===== src/rtl/commit_trace_buf.sv =====
`default_nettype none
// ============================================================================
// Module   : commit_trace_buf
// Purpose  : Captures the retirement stream of the single-cycle CPU into a
//            FIFO and streams the records out over a valid/ready port. Capture
//            is armed by start and ends when the halt PC commits or the commit
//            limit is reached. The done flag rises once the FIFO has drained.
// Revision : 1.0 - initial release
// ----------------------------------------------------------------------------
// Ports
//   clk, rst        clock (rising edge), asynchronous active-high reset
//   start           one-cycle pulse; arms capture from IDLE or DONE
//   commit_*        retirement record: valid, pc, instr, we, rd, wdata
//   trace_valid     trace_data holds a record (registered)
//   trace_ready     consumer accepts the record this cycle
//   trace_data      {pc[101:70], instr[69:38], we[37], rd[36:32], wdata[31:0]}
//   count           commits accepted since the last start (saturating)
//   overflow        sticky: a commit was dropped because the FIFO was full
//   done            capture ended and the FIFO has drained
// ============================================================================
module commit_trace_buf #(
  parameter int          DEPTH       = 16,
  parameter logic [31:0] HALT_PC     = 32'h0000_0198,
  parameter int          MAX_COMMITS = 1000
) (
  input  logic          clk,
  input  logic          rst,
  input  logic          start,
  input  logic          commit_valid,
  input  logic [31:0]   commit_pc,
  input  logic [31:0]   commit_instr,
  input  logic          commit_we,
  input  logic [4:0]    commit_rd,
  input  logic [31:0]   commit_wdata,
  output logic          trace_valid,
  input  logic          trace_ready,
  output logic [101:0]  trace_data,
  output logic [15:0]   count,
  output logic          overflow,
  output logic          done
);

  localparam int          AW      = $clog2(DEPTH);
  localparam logic [AW:0] PTR_ONE = {{AW{1'b0}}, 1'b1};
  localparam logic [31:0] MAX_C   = MAX_COMMITS;

  typedef enum logic [1:0] {
    ST_IDLE  = 2'd0,
    ST_RUN   = 2'd1,
    ST_DRAIN = 2'd2,
    ST_DONE  = 2'd3
  } state_t;

  state_t         state_q, state_d;
  logic [AW:0]    wr_ptr_q, wr_ptr_d;
  logic [AW:0]    rd_ptr_q, rd_ptr_d;
  logic [15:0]    count_q, count_d;
  logic           overflow_q, overflow_d;
  logic           trace_valid_q, trace_valid_d;
  logic [101:0]   trace_data_q, trace_data_d;
  logic [101:0]   mem_q [DEPTH];

  logic           w_full;
  logic           w_pop;
  logic           w_push_req;
  logic           w_push_acc;
  logic [101:0]   w_rec;

  assign w_rec  = {commit_pc, commit_instr, commit_we, commit_rd, commit_wdata};
  assign w_full = (wr_ptr_q[AW] != rd_ptr_q[AW]) &&
                  (wr_ptr_q[AW-1:0] == rd_ptr_q[AW-1:0]);
  assign w_pop  = trace_valid_q && trace_ready;

  always_comb begin
    state_d       = state_q;
    wr_ptr_d      = wr_ptr_q;
    rd_ptr_d      = rd_ptr_q;
    count_d       = count_q;
    overflow_d    = overflow_q;
    trace_valid_d = trace_valid_q;
    trace_data_d  = trace_data_q;

    w_push_req = (state_q == ST_RUN) && commit_valid;
    // A full FIFO still takes the push when the head leaves in the same cycle.
    w_push_acc = w_push_req && (!w_full || w_pop);

    if (w_pop) begin
      rd_ptr_d = rd_ptr_q + PTR_ONE;
    end
    if (w_push_acc) begin
      wr_ptr_d = wr_ptr_q + PTR_ONE;
      if (count_q != 16'hFFFF) begin
        count_d = count_q + 16'd1;
      end
    end
    if (w_push_req && !w_push_acc) begin
      overflow_d = 1'b1;
    end

    // The output register looks only at entries written before this edge, so
    // a record pushed now is presented one cycle later at the earliest. The
    // head entry is never overwritten while it is presented, which keeps
    // trace_data stable under backpressure.
    trace_valid_d = (rd_ptr_d != wr_ptr_q);
    if (trace_valid_d) begin
      trace_data_d = mem_q[rd_ptr_d[AW-1:0]];
    end

    case (state_q)
      ST_IDLE: begin
        if (start) begin
          state_d    = ST_RUN;
          count_d    = 16'd0;
          overflow_d = 1'b0;
        end
      end
      ST_RUN: begin
        // A dropped halt commit still ends capture; the limit only counts
        // accepted commits.
        if (commit_valid &&
            ((commit_pc == HALT_PC) ||
             (w_push_acc && ({16'd0, count_d} == MAX_C)))) begin
          state_d = ST_DRAIN;
        end
      end
      ST_DRAIN: begin
        // No pushes here, so the FIFO is empty after this edge exactly when
        // the read pointer catches the write pointer.
        if (rd_ptr_d == wr_ptr_q) begin
          state_d = ST_DONE;
        end
      end
      ST_DONE: begin
        if (start) begin
          state_d    = ST_RUN;
          count_d    = 16'd0;
          overflow_d = 1'b0;
        end
      end
      default: state_d = ST_IDLE;
    endcase
  end

  always_ff @(posedge clk or posedge rst) begin
    if (rst) begin
      state_q       <= ST_IDLE;
      wr_ptr_q      <= '0;
      rd_ptr_q      <= '0;
      count_q       <= 16'd0;
      overflow_q    <= 1'b0;
      trace_valid_q <= 1'b0;
      trace_data_q  <= '0;
    end else begin
      state_q       <= state_d;
      wr_ptr_q      <= wr_ptr_d;
      rd_ptr_q      <= rd_ptr_d;
      count_q       <= count_d;
      overflow_q    <= overflow_d;
      trace_valid_q <= trace_valid_d;
      trace_data_q  <= trace_data_d;
    end
  end

  // Storage needs no reset: the pointers define which entries are live.
  always_ff @(posedge clk) begin
    if (w_push_acc) begin
      mem_q[wr_ptr_q[AW-1:0]] <= w_rec;
    end
  end

  assign trace_valid = trace_valid_q;
  assign trace_data  = trace_data_q;
  assign count       = count_q;
  assign overflow    = overflow_q;
  assign done        = (state_q == ST_DONE);

endmodule
`default_nettype wire


===== config.mk =====
export PLATFORM = sky130hd
export DESIGN_NAME = commit_trace_buf
export DESIGN_NICKNAME = d
export VERILOG_FILES = /design/src/rtl/commit_trace_buf.sv
export SDC_FILE = /design/constraint.sdc
export NUM_CORES = 2
export LEC_CHECK = 0
export BUFFER_PORTS_ARGS = -buffer_cell sky130_fd_sc_hd__buf_4
export CAP_MARGIN = 0
export CORE_UTILIZATION = 48
export DETAILED_ROUTE_END_ITERATION = 10
export MAX_ROUTING_LAYER = met4
export PLACE_DENSITY = 0.75
export SETUP_SLACK_MARGIN = 0.3
export SKIP_CTS_REPAIR_TIMING = 1
export SLEW_MARGIN = 30
export SYNTH_ARGS = -nofsm -noshare
export SYNTH_HDL_FRONTEND = slang
export SYNTH_SLANG_ARGS = --single-unit

===== constraint.sdc =====
create_clock -name clk -period 10.43 [get_ports clk]
set_input_delay 1.043 -clock clk [delete_from_list [all_inputs] [get_ports clk]]
set_output_delay 1.043 -clock clk [all_outputs]
set_load 0.01 [all_outputs]

==> run metrics <==
status=complete, no violations; GRT Resource Usage Total=22.37%; dominant synthesized flop cell=edfxtp_1; Post-synth top cells=edfxtp_1 (1632), mux4_2 (510), dfrtp_1 (132), mux2_2 (102), clkbuf_1 (70); vias in the first global route=31.59k; Worst Tran Pin Value=1.296 ns; CTS max path bufs=3; core box area=0.1378 mm²; Slew Limit Fails=0; ys async rst share=7.483%; number of synthesized flops with an enable pin=1632; clock root buffer=clkbuf_16; Crit path arrival time=4.70 ns; Final min period=4.294 ns; FF+latch count, synth=1764; number of max-cap violations=0; P_leak=24.68 nW; drc violations=0; synth warn=0; Vias=30.26k; CTS clk-pin slew, worst paths=0.06 ns; area leader, netlist=edfxtp_1; Power per Cell Area=293.1 mW/mm²; die width=375.1 µm; Final HPWL DP=73.10 mm; final-report hold violation count=0; DRT iter0 DRCs=3231; post-route ant nets=0; placer congestion estimate=0.7691; register area share after synthesis=78.27%; row count=136; post-synthesis cell count=2714; Post-Synthesis Cell Area=0.06683 mm²; Initial Util=48.49%; clk_skew=0.03088 ns; part of the cycle the worst path needs=41.17%; layout cells sized above 1=36.80%; Yosys top cell area share=73.33%; max_slew headroom=13.59%; crit path kind=reg2reg; Worst setup SP type=flop; Synth cell types=47; Sink Count=1764; H-Tree Depth=4; Achievable Freq=0.2329 GHz; Max IR drop VDD=0.0004038 V; NumNets Final=3154; # fillers=9854; IO Pins=228; DR vias/cell=6.056; Worst R2R Setup Slack=6.14 ns; I/O Buffers=227; clk_lat worst skew=0.81 ns; Finish-stage setup viols=0; initial antenna violation count=18; Post-Syn Nets=2830; worst hold path class=in2async; Synth Area per Inst=24.63 µm²; GR Overflow Total=0; top post-synthesis cells by area=edfxtp_1 (73%), mux4_2 (17%), dfrtp_1 (4.9%); most common cell in the netlist=edfxtp_1; RSZ-0062 raised after global routing=no; first-pass GRT wire length=218.5 mm; Critical Path RT=10.84 ns; Routed Wire Length=150.8 mm; Area Overhead vs Synth=14.76%; die height=375.1 µm; pin count of the biggest net entering global routing=150; CTS tree=built; post-route setup TNS=0 ns; Crit Path Max Fanout=45; DRT Pass-1 Iters=7; final hold slack=0.3654 ns; Setup crit end kind=flop; Wirelength per Cell=30.19 µm; CTS Buf Count=172; DIE AREA=0.1407 mm²
[through the flow]
step	util [%]	worst slack [ns]	power [mW]	cell area, µm²	std cells
after floorplan	-	0.7952	14.48	66830	2714
after global placement	51.44	5.634	16.39	70890	4653
after detailed placement	51.52	5.529	16.57	71020	4657
after CTS	55.60	6.145	22.73	76630	4978
after global routing	55.65	5.967	23.38	76700	4996
final	55.65	6.136	22.48	76700	4996
[kinds of logic (layout without fill, tap and decap cells)]
family / Yosys count / after routing / synth area share, %
flops: 1764 / 1764 / 78.27
compound gates: 26 / 26 / 0.2771
other cells: 0 / 17 / 0
simple gates: 126 / 126 / 0.9847
buf+inv: 144 / 615 / 0.9117
fa+ha+maj: 9 / 9 / 0.1685
xor+xnor: 30 / 30 / 0.4381
mux: 615 / 615 / 18.95
[worst paths after layout]
path / end / cells after the start / startpoint
max reg2reg: mem_q[1][31] / 7 / wr_ptr_q[2]
max: mem_q[1][31] / 7 / wr_ptr_q[2]
max in group asynchronous: trace_data[15] / 3 / rst
min in group clk: state_q[0] / 2 / commit_valid
min reg2reg: trace_data[34] / 1 / trace_data[34]
min: trace_data[48] / 2 / rst
[per-layer routing]
layer | share of wire [%] | global-route usage (%) | vias up
met1 | 39 | 29.57 | 16342
li1 | - | - | 12336
met3 | 8.7 | 4.980 | 213
met4 | 2.0 | 6.484 | 0
met5 | 0 | - | -
met2 | 50 | 35.18 | 1366
[layout make-up]
cell class | instances | area (µm²) | area share (%)
diodes | 17 | 42.54 | 0.05546
clock inverters | 94 | 890.9 | 1.161
multi-input cells | 806 | 14060 | 18.34
clock buffers | 227 | 4723 | 6.158
repair buffers | 284 | 2381 | 3.104
flip-flops and latches | 1764 | 52310 | 68.20
well taps | 1794 | 2245 | 2.927
inverters | 10 | 42.54 | 0.05546
[power by group]
part	internal [mW]	switching (mW)
combinational	4.09	3.46
sequential	8.45	0.321
clock	3.52	2.63
total	16.1	6.41
[worst max-delay path: stages, from the launching register on]
cell and delay, ns:
dfrtp_1 0.65, xnor2_1 0.15, nand4_1 0.24, o21a_1 0.60, nand2_1 0.38, nor3_2 0.24, buf_4 0.75, buf_4 0.79
[flip-flops by register name (all words and copies together), names as in the netlist]
| register | cells |
|---|---|
| overflow | 1 |
| state_q | 2 |
| wr_ptr_q | 5 |
| trace_data | 102 |
| trace_valid | 1 |
| mem_q | 1632 |
| count | 16 |
| rd_ptr_q | 5 |
[placed cells by master (no fill, tap or decap), types with 13 or more instances in the layout]
cell	n
nor2_1	25
clkbuf_16	174
mux2_2	102
clkbuf_1	36
edfxtp_1	1632
nand4_1	14
xnor2_1	14
mux4_2	510
diode_2	17
dfrtp_1	132
nand2_1	23
buf_4	263
bufinv_16	13
clkinv_1	33
clkbuf_8	17
clkinv_2	27
Note: power is estimated with default switching activity, not from simulation.
